[src/rtl/ram_access_pkg.sv]
// Shared constants for the RAM access controller: default RAM geometry,
// FSM state encoding and a small elaboration-time helper.
package ram_access_pkg;

  localparam int RAM_ADDR_W = 6;
  localparam int RAM_DATA_W = 32;

  typedef logic [2:0] state_t;

  localparam state_t ST_IDLE    = 3'd0;
  localparam state_t ST_W_SETUP = 3'd1;
  localparam state_t ST_W_PULSE = 3'd2;
  localparam state_t ST_W_HOLD  = 3'd3;
  localparam state_t ST_R_WAIT  = 3'd4;
  localparam state_t ST_RESP    = 3'd5;

  function automatic int max_int(input int a, input int b);
    return (a > b) ? a : b;
  endfunction

endpackage

[src/rtl/ram_access_ctrl_if.sv]
// Request/response channels between a client and the RAM access controller.
//
// Handshake: a transfer happens on a rising clock edge where valid && ready
// are both high. Once raised, valid and its payload stay stable until that
// edge; ready may depend on controller state but never on valid.
interface ram_access_ctrl_if #(
  parameter int ADDR_W = 6,
  parameter int DATA_W = 32
);

  logic              req_valid;
  logic              req_ready;
  logic              req_write;
  logic [ADDR_W-1:0] req_addr;
  logic [DATA_W-1:0] req_wdata;

  logic              rsp_valid;
  logic              rsp_ready;
  logic [DATA_W-1:0] rsp_rdata;

  modport master (
    output req_valid, req_write, req_addr, req_wdata, rsp_ready,
    input  req_ready, rsp_valid, rsp_rdata
  );

  modport slave (
    input  req_valid, req_write, req_addr, req_wdata, rsp_ready,
    output req_ready, rsp_valid, rsp_rdata
  );

endinterface

[src/rtl/ram_access_wait_counter.sv]
// Loadable down-counter with a zero flag; times both the write strobe
// width and the read access wait.
module ram_access_wait_counter #(
  parameter int W = 1
) (
  input  logic         clk,
  input  logic         rst_n,
  input  logic         load,
  input  logic [W-1:0] load_val,
  input  logic         dec,
  output logic         zero
);

  logic [W-1:0] cnt;

  // Decrement saturates at zero so a stray dec can never wrap the count.
  always_ff @(posedge clk or negedge rst_n) begin
    if (!rst_n) begin
      cnt <= '0;
    end else if (load) begin
      cnt <= load_val;
    end else if (dec && (cnt != '0)) begin
      cnt <= cnt - 1'b1;
    end
  end

  assign zero = (cnt == '0);

endmodule

[src/rtl/ram_access_ctrl.sv]
// Request/response front-end for a level-strobed 32-bit RAM. Sequences the
// write strobe with one cycle of address/data setup and hold around it.
module ram_access_ctrl
  import ram_access_pkg::*;
#(
  parameter int ADDR_W      = RAM_ADDR_W,
  parameter int DATA_W      = RAM_DATA_W,
  parameter int WRITE_PULSE = 1,
  parameter int READ_WAIT   = 1
) (
  input  logic              clk,
  input  logic              rst_n,
  ram_access_ctrl_if.slave  bus,
  output logic [ADDR_W-1:0] ram_address,
  output logic [DATA_W-1:0] ram_in,
  output logic              ram_is_write,
  input  logic [DATA_W-1:0] ram_out,
  output logic              busy,
  output state_t            dbg_state
);

  localparam int MAX_WAIT = max_int(WRITE_PULSE, READ_WAIT);
  localparam int CNT_W    = $clog2(MAX_WAIT) + 1;

  localparam logic [CNT_W-1:0] PULSE_LOAD = CNT_W'(WRITE_PULSE - 1);
  localparam logic [CNT_W-1:0] READ_LOAD  = CNT_W'(READ_WAIT - 1);

  state_t           state;
  state_t           state_nx;
  logic             accept;
  logic             cnt_load;
  logic [CNT_W-1:0] cnt_load_val;
  logic             cnt_dec;
  logic             cnt_zero;
  logic             capture;

  assign accept = bus.req_valid && (state == ST_IDLE);

  ram_access_wait_counter #(
    .W (CNT_W)
  ) u_wait_counter (
    .clk      (clk),
    .rst_n    (rst_n),
    .load     (cnt_load),
    .load_val (cnt_load_val),
    .dec      (cnt_dec),
    .zero     (cnt_zero)
  );

  always_comb begin
    state_nx     = state;
    cnt_load     = 1'b0;
    cnt_load_val = '0;
    cnt_dec      = 1'b0;
    capture      = 1'b0;
    case (state)
      ST_IDLE: begin
        if (accept) begin
          if (bus.req_write) begin
            state_nx = ST_W_SETUP;
          end else begin
            state_nx     = ST_R_WAIT;
            cnt_load     = 1'b1;
            cnt_load_val = READ_LOAD;
          end
        end
      end
      ST_W_SETUP: begin
        state_nx     = ST_W_PULSE;
        cnt_load     = 1'b1;
        cnt_load_val = PULSE_LOAD;
      end
      ST_W_PULSE: begin
        if (cnt_zero) state_nx = ST_W_HOLD;
        else          cnt_dec  = 1'b1;
      end
      ST_W_HOLD: begin
        state_nx = ST_IDLE;
      end
      ST_R_WAIT: begin
        if (cnt_zero) begin
          capture  = 1'b1;
          state_nx = ST_RESP;
        end else begin
          cnt_dec = 1'b1;
        end
      end
      ST_RESP: begin
        if (bus.rsp_ready) state_nx = ST_IDLE;
      end
      default: begin
        state_nx = ST_IDLE;
      end
    endcase
  end

  // Strobe is a flop decoded from the next state so it cannot glitch, and the
  // async reset clears it without waiting for a clock edge.
  always_ff @(posedge clk or negedge rst_n) begin
    if (!rst_n) begin
      state        <= ST_IDLE;
      ram_address  <= '0;
      ram_in       <= '0;
      ram_is_write <= 1'b0;
      bus.rsp_rdata <= '0;
    end else begin
      state        <= state_nx;
      ram_is_write <= (state_nx == ST_W_PULSE);
      if (accept) begin
        ram_address <= bus.req_addr;
        if (bus.req_write) ram_in <= bus.req_wdata;
      end
      if (capture) bus.rsp_rdata <= ram_out;
    end
  end

  assign bus.req_ready = (state == ST_IDLE);
  assign bus.rsp_valid = (state == ST_RESP);
  assign busy          = (state != ST_IDLE);
  assign dbg_state     = state;

endmodule

[src/flat_wrapper.sv]
// flat-port wrapper written by rule: the top's interface ports become plain ports
module ram_access_ctrl_flat import ram_access_pkg::*;
#(
  parameter int ADDR_W      = RAM_ADDR_W,
  parameter int DATA_W      = RAM_DATA_W,
  parameter int WRITE_PULSE = 1,
  parameter int READ_WAIT   = 1
)
  (clk, rst_n, ram_address, ram_in, ram_is_write, ram_out, busy, dbg_state, bus_req_valid, bus_req_write, bus_req_addr, bus_req_wdata, bus_rsp_ready, bus_req_ready, bus_rsp_valid, bus_rsp_rdata);
  ram_access_ctrl_if #(.ADDR_W(ADDR_W), .DATA_W(DATA_W)) bus_i ();
  input  logic clk;
  input  logic rst_n;
  output logic [ADDR_W-1:0] ram_address;
  output logic [DATA_W-1:0] ram_in;
  output logic ram_is_write;
  input  logic [DATA_W-1:0] ram_out;
  output logic busy;
  output state_t dbg_state;
  input wire logic [$bits(bus_i.req_valid)-1:0] bus_req_valid;
  input wire logic [$bits(bus_i.req_write)-1:0] bus_req_write;
  input wire logic [$bits(bus_i.req_addr)-1:0] bus_req_addr;
  input wire logic [$bits(bus_i.req_wdata)-1:0] bus_req_wdata;
  input wire logic [$bits(bus_i.rsp_ready)-1:0] bus_rsp_ready;
  output wire logic [$bits(bus_i.req_ready)-1:0] bus_req_ready;
  output wire logic [$bits(bus_i.rsp_valid)-1:0] bus_rsp_valid;
  output wire logic [$bits(bus_i.rsp_rdata)-1:0] bus_rsp_rdata;
  assign bus_i.req_valid = bus_req_valid;
  assign bus_i.req_write = bus_req_write;
  assign bus_i.req_addr = bus_req_addr;
  assign bus_i.req_wdata = bus_req_wdata;
  assign bus_i.rsp_ready = bus_rsp_ready;
  assign bus_req_ready = bus_i.req_ready;
  assign bus_rsp_valid = bus_i.rsp_valid;
  assign bus_rsp_rdata = bus_i.rsp_rdata;
  ram_access_ctrl #(.ADDR_W(ADDR_W), .DATA_W(DATA_W), .WRITE_PULSE(WRITE_PULSE), .READ_WAIT(READ_WAIT)) u_core (.clk(clk), .rst_n(rst_n), .bus(bus_i), .ram_address(ram_address), .ram_in(ram_in), .ram_is_write(ram_is_write), .ram_out(ram_out), .busy(busy), .dbg_state(dbg_state));
endmodule
[config.mk]
export PLATFORM = sky130hd
export DESIGN_NAME = ram_access_ctrl_flat
export DESIGN_NICKNAME = d
export VERILOG_FILES = /design/src/rtl/ram_access_pkg.sv /design/src/rtl/ram_access_ctrl_if.sv /design/src/rtl/ram_access_wait_counter.sv /design/src/rtl/ram_access_ctrl.sv /design/src/flat_wrapper.sv
export SDC_FILE = /design/constraint.sdc
export NUM_CORES = 1
export LEC_CHECK = 0
export BUFFER_PORTS_ARGS = -buffer_cell sky130_fd_sc_hd__buf_4
export CAP_MARGIN = 20
export CORE_MARGIN = 5
export CORE_UTILIZATION = 30
export DETAILED_ROUTE_END_ITERATION = 10
export PLACE_DENSITY_LB_ADDON = 0.2
export SLEW_MARGIN = 20
export SYNTH_ARGS = -nofsm -noshare
export SYNTH_HDL_FRONTEND = slang
export SYNTH_SLANG_ARGS = --single-unit
[constraint.sdc]
create_clock -name clk -period 2.41 [get_ports clk]
set_input_delay 0.1205 -clock clk [delete_from_list [all_inputs] [get_ports clk]]
set_output_delay 0.1205 -clock clk [all_outputs]
set_load 0.1 [all_outputs]
# Yosys cells after proc, flatten, opt, wreduce, memory -nomap -nowiden
# Index checks and enable logic that the tools add are counted.
# W data, S select, Z words.
word_totals:
  register_bits: 75
  inputBits: 75
  elab_cells: 34
classes:
  mux: 15
  add_sub_neg: 1
  reduce_logical: 7
  eq_ne: 5
ops:
  columns: ["cell", "n"]
  rows:
  - ["$mux W3", 5]
  - ["$pmux W3 S5", 1]
  - ["$mux W1", 8]
  - ["$eq A3 B2 Y1 const B", 2]
  - ["$eq A3 B3 Y1 const B", 2]
  - ["$eq A3 B1 Y1 const B", 1]
  - ["$logic_not A3 Y1", 1]
  - ["$reduce_bool A3 Y1", 1]
  - ["$logic_and A1 B1 Y1", 2]
  - ["$pmux W1 S2", 1]
  - ["$reduce_and A2 Y1", 1]
  - ["$reduce_bool A2 Y1", 1]
  - ["$reduce_or A2 Y1", 1]
  - ["$sub A1 B1 Y1 const B", 1]

# Depth between registers and ports, before layout
# Gate-level depths: netlist of the first run.
depth:
  ltp_word: 6
  depth_mapped: 5
  mapped_depth_nobuf: 4

# By module
# Synthesis of the first run repeated with hierarchy kept, for this count alone.
hier_totals:
  hier_cells: 182
  area_unflattened_um2: 3026.7
modules_own_cells:
  columns: ["module", "cells_each", "n_inst", "area_per_inst_um2", "seq_area_each_um2"]
  rows:
  - ["ram_access_ctrl", 178, 1, 2981.6, 1851.8]
  - ["ram_access_wait_counter", 4, 1, 45.0, 25.0]

# Worst setup path before layout of the first run
# No wires, ideal clock.
synth_timing:
  path_kind: "register to register"
  start: "register u_core.state[1], in the netlist u_core.dbg_state[1]"
  end: "register u_core.u_wait_counter.cnt"
  setup_time_ns: 0.122
  setup_slack_ns: -0.698
  period_less_slack_ns: 3.108
  stages_incl_launch_ff: 6
  t_arrival_ns: 2.986
  t_required_ns: 2.288
  cell_sequence: "dfrtp_1 -> buf_2 -> or3_1 -> inv_1 -> a21oi_1 -> nor2b_1"
synth_via:
  elab_chain_len: 5
  word_cells_on_any_way: 12
  classes_between: "eq/ne (3); mux (4); reduce/logical (5)"
synth_rtl:
  columns: ["element", "line", "rtl"]
  rows:
  - ["from (decl)", "ram_access_ctrl.sv:28", "state_t state;"]
  - ["from (signal assigned)", "ram_access_ctrl.sv:107", "state <= state_nx;"]
  - ["$logic_not A3 Y1 *", null, null]
  - ["net bus_req_ready", "flat_wrapper.sv:24", "output wire logic [$bits(bus_i.req_ready)-1:0] bus_req_ready;"]
  - ["$logic_and A1 B1 Y1", "ram_access_ctrl.sv:37", "assign accept = bus.req_valid && (state == ST_IDLE);"]
  - ["$mux W1", "ram_access_ctrl.sv:58", "if (accept) begin"]
  - ["$pmux W1 S2 *", "ram_access_ctrl.sv:56", "case (state)"]
  - ["$mux W1 or $reduce_bool A2 Y1 (tied branches)", null, null]
  - ["to (signal assigned)", "ram_access_wait_counter.sv:21", "cnt <= load_val;"]
  - ["to (signal assigned)", "ram_access_wait_counter.sv:23", "cnt <= cnt - 1'b1;"]
  - ["to (decl)", "ram_access_wait_counter.sv:14", "logic [W-1:0] cnt;"]
# The timed path passes the listed nets; every way through them passes the cells marked *.
# A chain may end at the register's enable or synchronous reset.

# Final worst setup path of the first run
layout_timing:
  start: "register u_core.state[2], in the netlist u_core.dbg_state[2]"
  end: "register u_core.ram_in[16]"
layout_via:
  elab_chain_len: 3
layout_rtl:
  columns: ["element", "line", "rtl"]
  rows:
  - ["$logic_not A3 Y1", "ram_access_ctrl.sv:37", null]
  - ["$logic_and A1 B1 Y1", "ram_access_ctrl.sv:37", null]
  - ["$reduce_and A2 Y1 (no source line)", null, null]
  - ["to (signal assigned)", "ram_access_ctrl.sv:111", "if (bus.req_write) ram_in <= bus.req_wdata;"]
  - ["to (decl)", "ram_access_ctrl.sv:15", "output logic [DATA_W-1:0] ram_in,"]
# Every way passes these cells.

==> results.sh, run 1 <==
export IMPL_status="finished, final reports clean"
export IMPL_grt_use_met2_pct=21.49
export IMPL_synth_common_cells="75 x dfrtp_1, 39 x mux2_2, 29 x mux2_4"
export IMPL_drtIter0Drc=66
export IMPL_avgSynthCellArea_um2=17.14
export IMPL_synth_largest_area_cell="dfrtp_1"
export IMPL_cp_data_required_time_ps=2630
export IMPL_cpPeakStageDelay_ps=490
export IMPL_crit_cells=3
export IMPL_skew_ps=7.522
export IMPL_finalCritPeriodShare_pct=75.07
export IMPL_crit_family="simple AND/OR/NAND/NOR gates"
export IMPL_synthFlopType="dfrtp_1"
export IMPL_grt_busiest_layer="met2"
export IMPL_cts_tree="done"
export IMPL_drt_pass1_iter_count=4
export IMPL_core_area_um2=9774
export IMPL_antenna_found_initial=0
export IMPL_crit_path_max_fanout=33
export IMPL_ys_seq_elements=75
export IMPL_wl_per_cell_um=14.74
export IMPL_path_clk_slew_ps=70
export IMPL_met3_usage_pct=5.999
export IMPL_grt_util_met1_pct=15.76
export IMPL_tightest_slew_ps=610.0
export IMPL_grt_pass1_vias=2484
export IMPL_die_height_um=110.3
export IMPL_cap_violations=0
export IMPL_critPathBufInv=0
export IMPL_io_buffers=151
export IMPL_cts_htree_levels=3
export IMPL_worstPathCellList="nor4b_4, nand2_4, mux2_4"
export IMPL_grt_usage_pct=13.35
export IMPL_synth_seq_area_share_pct=62.21
export IMPL_place_ws_ps=602.9
export IMPL_routabilityCongestion=0.7220
export IMPL_async_flop_share_pct=100.0
export IMPL_cts_buffers=9
export IMPL_worstHoldPathCells=4
export IMPL_report_final_slew_viol_count=0
export IMPL_routed_wl_um=8002
export IMPL_setup_slack_ps=600.8
export IMPL_rows=36
export IMPL_io_pins=152
export IMPL_r2r_end="u_core.ram_in[16]$_DFFE_PN0P_"
export IMPL_worstPathArrival_ps=2030
export IMPL_r2r_setup_slack_ps=600
export IMPL_grt_max_degree=42
export IMPL_finalSetupTns_ps=0
export IMPL_synth_edf_count=0
export IMPL_synth_area_leaders="dfrtp_1 62%, mux2_2 15%, mux2_4 14%"
export IMPL_ctsResizeCount=0
export IMPL_nets=479
export IMPL_clk_latency_ps=350
export IMPL_fmax_ghz=0.5527
export IMPL_relSlewSlack_pct=59.30
export IMPL_yosysWarnings=0
export IMPL_yosysTopAreaCellShare_pct=62.21
export IMPL_die_x_um=110.3
export IMPL_grt_pass1_wl_um=12450
export IMPL_min_period_ps=1809
export IMPL_rr_worst_depth=3
export IMPL_netlist_area_um2=3017
export IMPL_cts_buffer_depth=2
export IMPL_critPathCaptureType="flip-flop"
export IMPL_synth_most_common_cell="dfrtp_1"
export IMPL_remaining_drc_errors=0
export IMPL_avgViaCountPerCell=4.182
export IMPL_syn_inst=176
export IMPL_drive_above_1_share_pct=60.15
export IMPL_regToRegStartpoint="u_core.dbg_state[2]$_DFF_PN0_"
export IMPL_start_util_pct=30.86
export IMPL_grt_setup_unrepaired="false"
export IMPL_dp_final_hpwl_um=5105
export IMPL_syn_num_nets=251
export IMPL_min_delay_path_class="input port to flip-flop"
export IMPL_crit_slowest_cell="dfrtp_2"
export IMPL_overflow=0
export IMPL_setup_viol=0
export IMPL_hold_violations=0
export IMPL_endpoint="u_core.ram_in[16]$_DFFE_PN0P_"
export IMPL_die_area_um2=12160
export IMPL_area_delta_synth_final_pct=72.50
export IMPL_drtAntennaViolNets=0
export IMPL_startpoint="u_core.dbg_state[2]$_DFF_PN0_"
export IMPL_clock_sinks=75
export IMPL_num_vias=2271
export IMPL_critical_path_class="flip-flop to flip-flop"
export IMPL_start_kind="flip-flop"
export IMPL_hold_ws_ps=148.8
export IMPL_synth_cell_types=22
export IMPL_cts_root_buf="clkbuf_8"
sequential cells by signal (all words and copies together), names as in the netlist:
| signal | count |
|---|---|
| u_core.ram_address | 6 |
| u_core.u_wait_counter.cnt | 1 |
| u_core.ram_in | 32 |
| u_core.bus.rsp_rdata | 32 |
| u_core.dbg_state | 3 |
| u_core.ram_is_write | 1 |
how the worst min path moves through the flow:
stage                             start                              endpoint  slack (ps)
final                     bus_rsp_ready         u_core.dbg_state[2]$_DFF_PN0_         150
after global routing      bus_rsp_ready         u_core.dbg_state[2]$_DFF_PN0_         160
after CTS                 bus_rsp_ready         u_core.dbg_state[2]$_DFF_PN0_         120
after detailed placement          rst_n  u_core.bus.rsp_rdata[24]$_DFFE_PN0P_         140
after global placement            rst_n  u_core.bus.rsp_rdata[24]$_DFFE_PN0P_         150
after floorplan                   rst_n   u_core.bus.rsp_rdata[0]$_DFFE_PN0P_        -180
placed cells by master, fill, tap and decap left out:
master / n
a21oi_1: 3
clkbuf_8: 10
dfrtp_2: 3
inv_1: 1
nand3b_1: 1
nand2b_1: 4
nand4b_1: 1
o311ai_0: 1
clkbuf_1: 1
clkinvlp_4: 4
nor4b_4: 1
mux2_2: 39
nor2b_1: 1
dfrtp_1: 72
diode_2: 1
mux2_1: 2
nand2_1: 1
a2bb2oi_1: 1
nor2_1: 2
or3_4: 1
nor4_4: 1
nand2_4: 1
maj3_1: 1
buf_4: 155
dlygate4sd3_1: 71
inv_6: 1
mux2_4: 29
bufinv_16: 1
per-layer routing:
| metal | wire length (um) | vias up |
|---|---|---|
| li1 | - | 1076 |
| met1 | 3226 | 1082 |
| met2 | 3733 | 104 |
| met4 | 97 | 0 |
| met5 | 0 | - |
| met3 | 944 | 9 |
timing repair:
| action | 4_1_cts | 5_1_grt |
|---|---|---|
| buffers inserted | 0 | 0 |
| hold endpoints to repair | 109 | 0 |
| endpoints found under the setup margin | 0 | 0 |
| hold buffers | 71 | 0 |
per-stage QoR:
| step | instances | instance area (um^2) | util (%) |
|---|---|---|---|
| 3_5_place_dp | 455 | 4288 | 43.87 |
| 5_1_grt | 542 | 5201 | 53.21 |
| 3_3_place_gp | 455 | 4288 | 43.87 |
| 6_report | 543 | 5204 | 53.24 |
| 2_1_floorplan | 176 | 3029 | - |
| 4_1_cts | 542 | 5201 | 53.21 |
worst reg2reg max path: stages, from the launching register on:
cell and delay, ps:
dfrtp_2 490, nor4b_4 370, nand2_4 400, mux2_4 440
layout make-up:
class,instances,area [um^2]
antenna,1,2.502
sequential,75,1881
clock inverter,5,61.31
timing repair buffer,226,1874
clock buffer,11,141.4
tap,133,166.4
fill,808,4571
multi-input combinational,90,1066
inverter,2,11.26
kinds of logic (layout without fill, tap and decap cells):
| logic type | count (synthesis) | in the layout | share of synthesized area, % |
|---|---|---|---|
| compound gates | 5 | 5 | 1.078 |
| fa+ha+maj | 1 | 1 | 0.3318 |
| buf+inv | 11 | 244 | 2.903 |
| flops | 75 | 75 | 62.21 |
| mux | 70 | 70 | 29.74 |
| other cells | 0 | 1 | 0 |
| simple gates | 14 | 14 | 3.733 |
Power of run 1 is not shown: default switching activity piles up to over one toggle a cycle in this logic, so the estimate is an artifact.
==> run 2, diff against run 1 <==
==> constraint.sdc (replaced) <==
create_clock -name clk -period 1.8 [get_ports clk]
set_input_delay 0.09 -clock clk [delete_from_list [all_inputs] [get_ports clk]]
set_output_delay 0.09 -clock clk [all_outputs]
set_load 0.1 [all_outputs]
==> results.sh, run 2 (synthesis results as in run 1) <==
export IMPL_die_area_um2=12160
export IMPL_worstHoldPathCells=3
export IMPL_rr_worst_depth=4
export IMPL_drive_above_1_share_pct=61.02
export IMPL_routabilityCongestion=0.7463
export IMPL_top_regs="u_core.bus.rsp_rdata (32), u_core.ram_in (32), u_core.ram_address (6)"
export IMPL_nets=483
export IMPL_wl_met3_um=843
export IMPL_final_cells=546
export IMPL_num_antenna_cells=0
export IMPL_grt_max_degree=40
export IMPL_clk_latency_ps=330
export IMPL_setup_slack_ps=55.70
export IMPL_path_clk_slew_ps=80
export IMPL_skew_ps=9.756
export IMPL_critPathCaptureType="output pin"
export IMPL_crit_path_max_fanout=9
export IMPL_relSlewSlack_pct=64.51
export IMPL_cts_tree="done"
export IMPL_min_delay_path_class="input port to flip-flop"
export IMPL_area_delta_synth_final_pct=76.32
export IMPL_remaining_drc_errors=0
export IMPL_start_util_pct=30.86
export IMPL_hold_end="u_core.dbg_state[0]$_DFF_PN0_"
export IMPL_overflow=0
export IMPL_fmax_ghz=0.5733
export IMPL_m1WireLength_um=3423
export IMPL_cap_violations=0
export IMPL_min_period_ps=1744
export IMPL_drt_pass1_iter_count=3
export IMPL_cp_data_required_time_ps=1710
export IMPL_cts_htree_levels=3
export IMPL_critical_path_class="flip-flop to output pin"
export IMPL_cpPeakStageDelay_ps=490
export IMPL_status="finished, final reports clean"
export IMPL_hold_violations=0
export IMPL_die_height_um=110.3
export IMPL_die_x_um=110.3
export IMPL_io_buffers=151
export IMPL_mostFrequentLayoutCells="154 x buf_4, 72 x dfrtp_1, 71 x dlygate4sd3_1"
export IMPL_antenna_found_initial=0
export IMPL_worstPathCellList="buf_6, or3_4, clkinvlp_4, buf_12"
export IMPL_cts_buffer_depth=2
export IMPL_dp_final_hpwl_um=5120
export IMPL_clock_sinks=75
export IMPL_routed_wl_um=7917
export IMPL_worstPathArrival_ps=1650
export IMPL_wl_per_cell_um=14.50
export IMPL_dpl_cell_count=457
export IMPL_place_ws_ps=119.7
export IMPL_cts_root_buf="clkbuf_8"
export IMPL_wl_met2_um=3598
export IMPL_drtIter0Drc=43
export IMPL_grt_setup_unrepaired="true"
export IMPL_core_area_um2=9774
export IMPL_cts_buffers=9
export IMPL_grt_pass1_wl_um=12080
export IMPL_top_layer="met4"
export IMPL_rows=36
export IMPL_start_kind="flip-flop"
export IMPL_crit_slowest_cell="dfrtp_4"
export IMPL_drtAntennaViolNets=0
export IMPL_critPathBufInv=3
export IMPL_report_final_slew_viol_count=0
export IMPL_finalCritPeriodShare_pct=96.91
export IMPL_regToRegStartpoint="u_core.dbg_state[0]$_DFF_PN0_"
export IMPL_avgViaCountPerCell=4.205
export IMPL_grt_usage_pct=12.82
export IMPL_io_pins=152
export IMPL_tightest_slew_ps=532.3
export IMPL_num_vias=2296
export IMPL_layout_commonest_cell="buf_4"
export IMPL_place_area_um2=4359
export IMPL_grt_pass1_vias=2488
export IMPL_r2r_setup_slack_ps=110
export IMPL_setup_viol=0
export IMPL_hp_start="bus_req_write"
export IMPL_design_area_um2=5319
export IMPL_r2r_end="u_core.ram_in[4]$_DFFE_PN0P_"
export IMPL_crit_family="flip-flops"
## run 2: cell count changes in the layout (fill, tap and decap cells not counted), moves of 2 or more
cell and delta:
buf_12 +4, dfrtp_4 +3, clkinvlp_4 -2, dfrtp_2 -3, clkinv_4 +2
## run 2: worst max-delay path by stage
stage,to,cells past startpoint,start
2_1_floorplan,u_core.u_wait_counter.cnt$_DFFE_PN0P_,5,u_core.dbg_state[0]$_DFF_PN0_
3_3_place_gp,u_core.ram_in[7]$_DFFE_PN0P_,4,u_core.dbg_state[0]$_DFF_PN0_
5_1_grt,bus_req_ready,4,u_core.dbg_state[1]$_DFF_PN0_
6_report,bus_req_ready,4,u_core.dbg_state[1]$_DFF_PN0_
3_5_place_dp,u_core.ram_in[4]$_DFFE_PN0P_,4,u_core.dbg_state[0]$_DFF_PN0_
4_1_cts,bus_req_ready,4,u_core.dbg_state[1]$_DFF_PN0_
## run 2: what timing repair did
item	CTS	global route
setup endpoints to repair	1	2
hold buffers	71	0
buffers inserted	1	1
resized for setup	3	1
pin swaps	0	0
endpoints found under the hold margin	108	0
## run 2: routing by layer
metal / GRT usage (%) / vias to the layer above
met5: 0 / -
met4: 2.902 / 0
met3: 5.416 / 7
met2: 20.71 / 104
met1: 16.04 / 1105
li1: - / 1080
## run 2: final cells by class
cell class,count,area (um^2)
fillers,774,4456
repair buffers,230,1958
clock buffers,10,127.6
well taps,133,166.4
multi-input cells,90,1077
inverters,2,11.26
clock inverters,6,90.09
flip-flops and latches,75,1888
## run 2: worst reg2reg max path: stages, from the launching register on
cell and delay (ps):
dfrtp_4 550, nor4b_4 360, nand2_4 120, buf_12 200, mux2_4 340
## run 2: per-stage QoR
step | utilization [%] | TNS [ps] | hold slack, ps
after global routing | 54.42 | -12.51 | 58.11
after detailed placement | 44.60 | 0 | 108.4
after global placement | 44.60 | 0 | 104.5
after floorplan | - | -11960 | -205.6
after CTS | 54.30 | 0 | 42.15
final | 54.42 | 0 | 60.47
Power of run 2 is left out for the same reason.
==> run 3, diff against run 2 <==
--- a/config.mk
+++ b/config.mk
@@ -10,6 +10,7 @@
 export CORE_MARGIN = 5
 export CORE_UTILIZATION = 30
 export DETAILED_ROUTE_END_ITERATION = 10
+export MAX_ROUTING_LAYER = met4
 export PLACE_DENSITY_LB_ADDON = 0.2
 export SLEW_MARGIN = 20
 export SYNTH_ARGS = -nofsm -noshare
==> results.sh, run 3 (synthesis results as in run 1) <==
export IMPL_cts_htree_levels=3
export IMPL_tightest_slew_ps=534.6
export IMPL_cp_data_required_time_ps=1710
export IMPL_layout_commonest_cell="buf_4"
export IMPL_setup_viol=0
export IMPL_start_kind="flip-flop"
export IMPL_grt_setup_unrepaired="true"
export IMPL_drtAntennaViolNets=0
export IMPL_utilization_pct=54.42
export IMPL_finalCritPeriodShare_pct=96.96
export IMPL_report_final_slew_viol_count=0
export IMPL_grt_pass1_vias=2491
export IMPL_critical_path_class="flip-flop to output pin"
export IMPL_cts_buffer_depth=2
export IMPL_grt_pass1_wl_um=12070
export IMPL_cap_violations=0
export IMPL_die_x_um=110.3
export IMPL_dp_final_hpwl_um=5120
export IMPL_nets=483
export IMPL_mostFrequentLayoutCells="154 x buf_4, 72 x dfrtp_1, 71 x dlygate4sd3_1"
export IMPL_overflow=0
export IMPL_drt_pass1_iter_count=4
export IMPL_drtIter0Drc=47
export IMPL_die_height_um=110.3
export IMPL_num_antenna_cells=0
export IMPL_start_util_pct=30.86
export IMPL_place_area_um2=4359
export IMPL_top_regs="u_core.bus.rsp_rdata (32), u_core.ram_in (32), u_core.ram_address (6)"
export IMPL_fmax_ghz=0.5730
export IMPL_area_delta_synth_final_pct=76.32
export IMPL_routed_wl_um=7894
export IMPL_grt_usage_pct=13.18
export IMPL_avgViaCountPerCell=4.216
export IMPL_io_buffers=151
export IMPL_cts_tree="done"
export IMPL_critPathCaptureType="output pin"
export IMPL_num_vias=2302
export IMPL_relSlewSlack_pct=64.36
export IMPL_min_period_ps=1745
export IMPL_crit_path_max_fanout=9
export IMPL_n_fill_cell=774
export IMPL_drive_above_1_share_pct=61.02
export IMPL_min_delay_path_class="input port to flip-flop"
export IMPL_path_clk_slew_ps=80
export IMPL_remaining_drc_errors=0
export IMPL_design_area_um2=5319
export IMPL_rows=36
export IMPL_wl_per_cell_um=14.46
export IMPL_hold_violations=0
export IMPL_antenna_found_initial=0
export IMPL_die_area_um2=12160
export IMPL_skew_ps=9.477
export IMPL_grt_max_degree=40
export IMPL_clk_latency_ps=330
export IMPL_routabilityCongestion=0.7558
export IMPL_seq_area_um2=1888
export IMPL_status="finished, final reports clean"
export IMPL_multi_input_area_um2=1077
export IMPL_core_area_um2=9774
export IMPL_cts_buffers=9
export IMPL_clock_sinks=75
export IMPL_worstPathArrival_ps=1660
export IMPL_cts_root_buf="clkbuf_8"
export IMPL_io_pins=152
-- run 3: final timing paths --
kind | from | endpoint | slack (ps) | depth (start not counted)
min in group asynchronous | rst_n | u_core.bus.rsp_rdata[5]$_DFFE_PN0P_ | 270 | 2
hold / removal | bus_req_write | u_core.dbg_state[0]$_DFF_PN0_ | 60 | 3
setup / recovery | u_core.dbg_state[1]$_DFF_PN0_ | bus_req_ready | 50 | 4
hold reg to reg | u_core.bus.rsp_rdata[25]$_DFFE_PN0P_ | u_core.bus.rsp_rdata[25]$_DFFE_PN0P_ | 500 | 1
max in group asynchronous | rst_n | u_core.ram_in[0]$_DFFE_PN0P_ | 930 | 3
setup reg to reg | u_core.dbg_state[0]$_DFF_PN0_ | u_core.ram_in[4]$_DFFE_PN0P_ | 110 | 4
-- run 3: stage by stage --
| stage | cells | hold slack [ps] | TNS (ps) | setup slack, ps |
|---|---|---|---|---|
| floorplan | 176 | -205.6 | -11960 | -270.5 |
| global placement | 457 | 104.5 | 0 | 163.3 |
| detailed placement | 457 | 108.4 | 0 | 119.7 |
| CTS | 545 | 42.15 | 0 | 7.170 |
| global route | 546 | 58.11 | -12.51 | -12.51 |
| finish | 546 | 59.75 | 0 | 54.66 |
-- run 3: critical path, stage by stage, from the launching register on --
cell and delay, ps:
dfrtp_4 490, buf_6 150, or3_4 400, clkinvlp_4 100
buf_12 170
-- run 3: layout make-up --
cell class / instances / area share [%]
clock buffers: 10 / 2.399
clock inverters: 6 / 1.694
flip-flops and latches: 75 / 35.50
repair buffers: 230 / 36.81
multi-input cells: 90 / 20.25
well taps: 133 / 3.129
inverters: 2 / 0.2117
-- run 3: timing repair --
| action | in CTS | in global routing |
|---|---|---|
| gates resized for setup | 3 | 1 |
| endpoints found under the setup margin | 1 | 2 |
| hold buffers | 71 | 0 |
| endpoints found under the hold margin | 108 | 0 |
| buffers inserted | 1 | 1 |
| gates cloned | 0 | 0 |
-- run 3: per-layer routing --
metal  track usage (%)  vias to the layer above  routed length (um)
met1             16.44                     1109                3434
met4             2.902                        0                  68
met2             20.58                      105                3555
met3             4.892                        9                 836
li1                  -                     1079                   -
met5                 -                        -                   0
Power of run 3 is left out for the same reason.
